<file path="config.mk">
export PLATFORM = sky130hd
export DESIGN_NAME = rr_stream_mux
export DESIGN_NICKNAME = d
export VERILOG_FILES = /design/src/rtl/mux_pkg.sv /design/src/rtl/rr_arbiter.sv /design/src/rtl/rr_stream_mux.sv
export SDC_FILE = /design/constraint.sdc
export NUM_CORES = 1
export LEC_CHECK = 0
export ABC_AREA = 0
export ABC_CLOCK_PERIOD_IN_PS = 4450
export CORE_ASPECT_RATIO = 1.1
export CORE_MARGIN = 3
export CORE_UTILIZATION = 36
export DETAILED_ROUTE_END_ITERATION = 10
export GPL_TIMING_DRIVEN = 0
export PLACE_DENSITY = 0.9
export SLEW_MARGIN = 20
export SYNTH_ARGS = -nofsm -noshare
export SYNTH_HDL_FRONTEND = slang
export SYNTH_HIERARCHICAL = 1
export SYNTH_SLANG_ARGS = --single-unit
</file>
<file path="constraint.sdc">
create_clock -name clk -period 4.45 [get_ports clk]
set_clock_uncertainty 0.05 [all_clocks]
set_input_delay 0.6675 -clock clk [delete_from_list [all_inputs] [get_ports clk]]
set_output_delay 0.6675 -clock clk [all_outputs]
set_load 0.005 [all_outputs]
</file>
<file path="src/rtl/mux_pkg.sv">
// Shared constants and width helpers for the round-robin stream multiplexer.
package mux_pkg;

    localparam int DEFAULT_NUM_CH = 4;
    localparam int DEFAULT_DATA_W = 32;

    function automatic int clog2(input int value);
        int r = 0;
        int v = value - 1;
        while (v > 0) begin
            r++;
            v = v >> 1;
        end
        return r;
    endfunction

    // Channel index width; a single channel still needs a 1-bit index.
    function automatic int sel_width(input int num_ch);
        return (num_ch > 1) ? clog2(num_ch) : 1;
    endfunction

endpackage

</file>
<file path="src/rtl/rr_arbiter.sv">
// Combinational round-robin arbiter: grants the first requester at or above ptr,
// wrapping to the lowest requester when none is found above.
module rr_arbiter
    import mux_pkg::*;
#(
    parameter int NUM_CH = DEFAULT_NUM_CH,
    parameter int SEL_W  = sel_width(DEFAULT_NUM_CH)
) (
    input  logic [NUM_CH-1:0] req,
    input  logic [SEL_W-1:0]  ptr,
    input  logic              enable,
    output logic [NUM_CH-1:0] grant,
    output logic [SEL_W-1:0]  grant_idx,
    output logic              any_grant
);

    logic [NUM_CH-1:0] hi_mask;
    logic [NUM_CH-1:0] pick;

    for (genvar gi = 0; gi < NUM_CH; gi++) begin : g_mask
        assign hi_mask[gi] = (SEL_W'(gi) >= ptr);
    end

    // Prefer requesters at or above ptr; fall back to the full set for the wrap.
    always_comb begin
        pick = '0;
        if (enable) begin
            pick = (|(req & hi_mask)) ? (req & hi_mask) : req;
        end
    end

    always_comb begin
        grant     = '0;
        grant_idx = '0;
        any_grant = |pick;
        for (int i = NUM_CH - 1; i >= 0; i--) begin
            if (pick[i]) begin
                grant     = '0;
                grant[i]  = 1'b1;
                grant_idx = SEL_W'(i);
            end
        end
    end

endmodule

</file>
<file path="src/rtl/rr_stream_mux.sv">
// N-channel valid/ready stream mux with round-robin arbitration and one output register.
// Optional packet lock (no interleaving until in_last) enabled by RR_STREAM_MUX_PKT_LOCK_EN.
module rr_stream_mux
    import mux_pkg::*;
#(
    parameter int  NUM_CH = DEFAULT_NUM_CH,
    parameter int  DATA_W = DEFAULT_DATA_W,
    localparam int SEL_W  = sel_width(NUM_CH)
) (
    input  logic                     clk,
    input  logic                     rst,
    input  logic [NUM_CH-1:0]        in_valid,
    input  logic [NUM_CH*DATA_W-1:0] in_data,
`ifdef RR_STREAM_MUX_PKT_LOCK_EN
    input  logic [NUM_CH-1:0]        in_last,
    output logic                     out_last,
`endif
    output logic [NUM_CH-1:0]        in_ready,
    output logic                     out_valid,
    output logic [DATA_W-1:0]        out_data,
    output logic [SEL_W-1:0]         out_sel,
    input  logic                     out_ready
);

    logic [SEL_W-1:0]  ptr_reg;
    logic [SEL_W-1:0]  ptr_next;
    logic [SEL_W-1:0]  grant_idx;
    logic [NUM_CH-1:0] req;
    logic [NUM_CH-1:0] grant;
    logic              any_grant;
    logic              load_en;
    logic [DATA_W-1:0] sel_data;

    assign load_en = !out_valid || out_ready;

`ifdef RR_STREAM_MUX_PKT_LOCK_EN
    logic              locked_reg;
    logic [SEL_W-1:0]  lock_ch_reg;
    logic [NUM_CH-1:0] lock_mask;
    logic              grant_last;

    for (genvar gi = 0; gi < NUM_CH; gi++) begin : g_lock_mask
        assign lock_mask[gi] = (lock_ch_reg == SEL_W'(gi));
    end

    // While a packet is open only its owner may request, even if it is idle.
    assign req        = locked_reg ? (in_valid & lock_mask) : in_valid;
    assign grant_last = |(grant & in_last);
`else
    assign req = in_valid;
`endif

    rr_arbiter #(
        .NUM_CH (NUM_CH),
        .SEL_W  (SEL_W)
    ) u_arb (
        .req       (req),
        .ptr       (ptr_reg),
        .enable    (load_en),
        .grant     (grant),
        .grant_idx (grant_idx),
        .any_grant (any_grant)
    );

    assign in_ready = grant;
    assign ptr_next = (grant_idx == SEL_W'(NUM_CH - 1)) ? '0 : grant_idx + 1'b1;

    // Grant is one-hot, so an AND-OR select avoids indexing past NUM_CH.
    always_comb begin
        sel_data = '0;
        for (int i = 0; i < NUM_CH; i++) begin
            if (grant[i]) begin
                sel_data = sel_data | in_data[i*DATA_W +: DATA_W];
            end
        end
    end

    always_ff @(posedge clk or posedge rst) begin
        if (rst) begin
            out_valid   <= 1'b0;
            out_data    <= '0;
            out_sel     <= '0;
            ptr_reg     <= '0;
`ifdef RR_STREAM_MUX_PKT_LOCK_EN
            out_last    <= 1'b0;
            locked_reg  <= 1'b0;
            lock_ch_reg <= '0;
`endif
        end else if (any_grant) begin
            out_valid <= 1'b1;
            out_data  <= sel_data;
            out_sel   <= grant_idx;
`ifdef RR_STREAM_MUX_PKT_LOCK_EN
            out_last  <= grant_last;
            if (grant_last) begin
                ptr_reg    <= ptr_next;
                locked_reg <= 1'b0;
            end else begin
                locked_reg  <= 1'b1;
                lock_ch_reg <= grant_idx;
            end
`else
            ptr_reg   <= ptr_next;
`endif
        end else if (out_ready) begin
            out_valid <= 1'b0;
        end
    end

endmodule

</file>
Yosys cells after proc, flatten, opt, wreduce, memory -nomap -nowiden:

Cells that the tools add are included.

* reductions and logical operators: 5
* equality and inequality tests: 1
* bitwise logic cells: 4
* $add $sub $neg: 1
* $lt $le $gt $ge: 4
* muxes and demuxes: 17

Operator list (number)
* $mux W32: 4
* $or A32 B32 Y32: 3
* $mux W4: 6
* $mux W2: 5
* $reduce_or A4 Y1: 2
* $and A4 B4 Y4: 1
* $ge A1 B2 Y1 const A: 2
* $ge A2 B2 Y1 const A: 2
* $add A2 B1 Y2 const B: 1
* $eq A2 B2 Y1 const B: 1
* $mux W1: 2
* $reduce_bool A2 Y1: 1
* $logic_not A1 Y1: 1
* $logic_or A1 B1 Y1: 1

* word-level logic and storage cells: 36
* input bits: 135
* output and inout bits: 39
* register bits after elaboration: 37

Longest topological paths before layout:

Gate-level depths: netlist of the first run.

* word-level depth: 16
* depth in mapped cells: 7
* gate-level depth less buffers: 6

Hierarchy:

Netlist of the first run, hierarchy kept.

By module, submodules not included
* rr_stream_mux: cells each 194, area an instance 1989.4 sq um, times used 1, seq. area each 925.9 sq um
* rr_arbiter: cells each 26, area an instance 190.2 sq um, times used 1, seq. area each 0.0 sq um

Worst setup path before layout of the first run:

Ideal clock, no wire load.

* kind: input-to-output
* start point: in out_ready
* end point: out in_ready[3]
* arrival time: 1.595 ns
* buffers on the path: 0
* slack: 2.138 ns
* data required time: 3.733 ns
* stages: 3
* cells stage by stage: nand2b_1 o311ai_0 a211oi_1

* longest elaborated chain between the ends: 6

RTL lines
* from (decl): RTL line rr_stream_mux.sv:22 `input logic out_ready`
* $logic_or A1 B1 Y1 (*): RTL line rr_stream_mux.sv:34 `assign load_en = !out_valid || out_ready;`
* $mux W4 (*): RTL line rr_arbiter.sv:27 `if (enable) begin`
* $mux W4 (3 in a row): RTL line rr_arbiter.sv:37 `if (pick[i]) begin`
* $mux W4 (*): RTL line rr_arbiter.sv:37
* to (decl): RTL line rr_stream_mux.sv:18 `output logic [NUM_CH-1:0] in_ready,`

Every way passes the cells marked *; elsewhere a longest branch is shown, timed or not.

Worst setup path in the final report of the first run:

* start point: in in_valid[2]
* end point: out in_ready[3]

* longest elaborated chain between the ends: 8

RTL lines
* from (decl): RTL line rr_stream_mux.sv:12 `input logic [NUM_CH-1:0] in_valid,`
* $and A4 B4 Y4: RTL line rr_arbiter.sv:28 `pick = (|(req & hi_mask)) ? (req & hi_mask) : req;`
* $reduce_or A4 Y1: RTL line rr_arbiter.sv:28
* $mux W4 (*): RTL line rr_arbiter.sv:28
* $mux W4 (*): RTL line rr_arbiter.sv:27
* $mux W4 (3 in a row): RTL line rr_arbiter.sv:37
* $mux W4 (*): RTL line rr_arbiter.sv:37

Marked as above.

==> results.yml, run 1 <==
synth:
  synthTopCellsByCount: "a22oi_1 (64), dfrtp_1 (37), nor2_1 (35)"
  synthFlopType: "dfrtp_1"
  syn-num-nets: 356
  yosys-top-cells-area: "dfrtp_1 (42%), a22oi_1 (22%), a31oi_1 (9.2%), nor2_1 (6.0%), buf_6 (5.2%)"
  synth_area_um2: 2180
  yosysWarnings: 6
  ys_types: 29
  syn_inst: 220
  yosysMostFrequentCell: "a22oi_1"
  netlist.area_leader.share_pct: 42.5
  ys_async_sr_fraction_pct: 100
  ys_seq_area_share_pct: 42.5
  synth.largest_area_cell: "dfrtp_1"
  synth-seq-cells: 37
  synth.avg_cell_area_um2: 9.91
  synth_edf_count: 0
clock_network:
  cts.sinks: 37
  cts-root-buf: "clkbuf_8"
  hold_buffers: 0
  post_cts_buffers: 0
  clk_latency_ps: 280
  cts_tree: "built"
  cts.clk_slew.worst_paths_ps: 70
  cts_resized: 0
  cts_buffers: 5
  htree_levels: 2
  clk_path_buf_depth: 2
floorplan:
  die_area_um2: 7030
  die_w_um: 80.2
  die_h_um: 87.6
  rows: 29
  core_region_area_um2: 5810
  io-pin-count: 174
  initial_utilization_pct: 37.5
route:
  via_per_inst: 5.48
  via_count: 2625
  dr.pass1.iters: 5
  ant_nets: 0
  drt-wirelength-per-cell_um: 18.2
  wirelength_um: 8730
  drtIter0Drc: 88
  detail_route.drc_violations: 0
worst_setup_path:
  cp-start-kind: "input pin"
  reg2reg_from: "ptr_reg[0]$_DFFE_PP0P_"
  cp.required_ps: 3730
  arrival_ps: 3180
  rr_endpoint: "out_data[6]$_DFFE_PP0P_"
  cp-end-kind: "primary output"
  crit_path_frequent_cell: "clkdlybuf4s50_1"
  crit_type: "in -> out"
  crit_buf_inv: 2
  cpMaxStageDelayCell: "a211oi_1"
  path_cells: "clkdlybuf4s50_1 > nand3b_1 > and3_4 > a211oi_1 > clkdlybuf4s50_1"
  path_max_fanout: 8
  critical_path.top_delay_family: "buffers and inverters"
  reg2regPathDepth: 6
  reg2reg_slack_ps: 2040
  crit_path_max_incr_delay_ps: 850
global_routing:
  antenna_found_initial: 0
  grt_usage_pct: 23.4
  grt_pass1_wl_um: 12700
  grt.overflow.total: 0
  grt_start_max_net_pins: 22
  grt_pass1_vias: 2590
power_and_ir_drop:
  leakagePower_nw: 1.58
  power_density_nw_per_um2: 370
  peakVddDrop_v: 0.000183
placement:
  io_buffers: 173
  place_ws_ps: 619
  dp.cells: 471
  globalplace.congestion: 0.844
  dp_hpwl_um: 6680
layout:
  area_growth_pct: 90.5
  largest_reg_flops: 32
  drive_above_1_share_pct: 9.70
  fin_nets: 537
  final_core_util_pct: 71.5
  instances_no_fill: 479
  antenna_cells: 0
timing:
  grt_setup_unrepaired: "false"
  finalCritPeriodShare_pct: 87.6
  fin_setup_tns_ps: 0
  finalHoldViolCount: 0
  finalWorstSetupSlack_ps: 551
  fmax_mhz: 256
  min_period_ps: 3900
  slew_violations: 0
  setup_viol: 0
  relSlewSlack_pct: 30.2
  tightest_slew_ps: 1040
worst_hold_path:
  holdPathEnd: "ptr_reg[1]$_DFFE_PP0P_"
  worstHoldStart: "ptr_reg[1]$_DFFE_PP0P_"
  hold_depth: 1
  hold_path_class: "reg -> reg"
status:
  outcome: "completed"
flow_run:
  maxCapViolCount: 0
[per-stage QoR]
step / hold slack, ps / power, mW / area [um^2]
2_1_floorplan: 425 / 0.818 / 2180
3_3_place_gp: 439 / 1.22 / 4010
5_1_grt: 493 / 1.62 / 4150
3_5_place_dp: 453 / 1.24 / 4040
4_1_cts: 473 / 1.55 / 4150
6_report: 463 / 1.54 / 4150
[cell type report]
type | count | area [um^2]
well taps | 77 | 96.3
repair buffers | 174 | 1760
clock buffers | 7 | 86.3
clock inverters | 1 | 30.0
fillers | 470 | 1650
flip-flops and latches | 37 | 926
inverters | 2 | 7.51
plain buffers | 21 | 183
multi-input cells | 160 | 1060
[worst reg2reg max path: cells and delay by family, from the launching register on]
family | cells | cell delay [ps]
AO/OA/AOI/OAI | 3 | 1140
buffers and inverters | 1 | 270
flip-flops | 1 | 450
AND/OR/NAND/NOR | 2 | 420
[metal layers]
layer / part of all wire, % / track usage, % / vias up / wire, um
met5: 0 / 0 / - / 0
met4: 1.0 / 5.84 / 0 / 91
met3: 9.8 / 6.89 / 6 / 854
met2: 51 / 43.1 / 138 / 4490
met1: 38 / 26.5 / 1254 / 3290
li1: - / - / 1227 / -
[layout by cell type (no fill, tap or decap), drive strengths merged, types with 2 or more instances in the layout]
master	n
a21oi	2
clkbuf	7
nor2	35
buf	22
nand2	2
mux2	4
a22oi	64
nor2b	2
inv	2
nand2b	4
clkdlybuf4s50	173
dfrtp	37
a31oi	32
[where the power goes]
group / total [mW] / switching [mW] / leakage [nW] / internal, mW
Sequential: 0.492 / 0.0576 / 0.444 / 0.435
Clock: 0.303 / 0.121 / 0.0585 / 0.183
Combinational: 0.741 / 0.299 / 1.08 / 0.442
Total: 1.54 / 0.477 / 1.58 / 1.06
[worst max-delay path by stage]
stage	from	endpoint	slack, ps	cells after the start
floorplan	out_ready	in_ready[3]	2140	3
global route	in_valid[2]	in_ready[3]	450	5
global placement	in_valid[2]	in_ready[3]	590	5
finish	in_valid[2]	in_ready[3]	550	5
detailed placement	in_valid[2]	in_ready[3]	620	5
CTS	in_valid[2]	in_ready[3]	600	5
[cells by family after synthesis]
family | Yosys count | share of synthesized area [%]
AO/OA/AOI/OAI | 106 | 35.2
adder cells (fa/ha/maj) | 1 | 0.574
buffers and inverters | 23 | 8.73
flip-flops | 37 | 42.5
multiplexers | 4 | 2.41
AND/OR/NAND/NOR | 49 | 10.6
Power figures use the tool's default switching activity.
==> run 2, diff against run 1 <==
--- a/config.mk
+++ b/config.mk
@@ -11,6 +11,7 @@
 export CORE_MARGIN = 3
 export CORE_UTILIZATION = 36
 export DETAILED_ROUTE_END_ITERATION = 10
+export GPL_ROUTABILITY_DRIVEN = 0
 export GPL_TIMING_DRIVEN = 0
 export PLACE_DENSITY = 0.9
 export SLEW_MARGIN = 20
==> constraint.sdc (replaced) <==
create_clock -name clk -period 4.45 [get_ports clk]
set_clock_uncertainty 0.05 [all_clocks]
set_input_delay 0.6675 -clock clk [delete_from_list [all_inputs] [get_ports clk]]
set_output_delay 0.6675 -clock clk [all_outputs]
set_load 0.05 [all_outputs]
==> results of run 2 <==
Same layout as run 1 (identical final DEF). Status: completed.
Main changes from that run: setup slack after placement 619 ps -> 317 ps; setup slack after layout 551 ps -> 248 ps; total power 1.54 mW -> 1.88 mW; worst IR drop on VDD 0.000183 V -> 0.000240 V
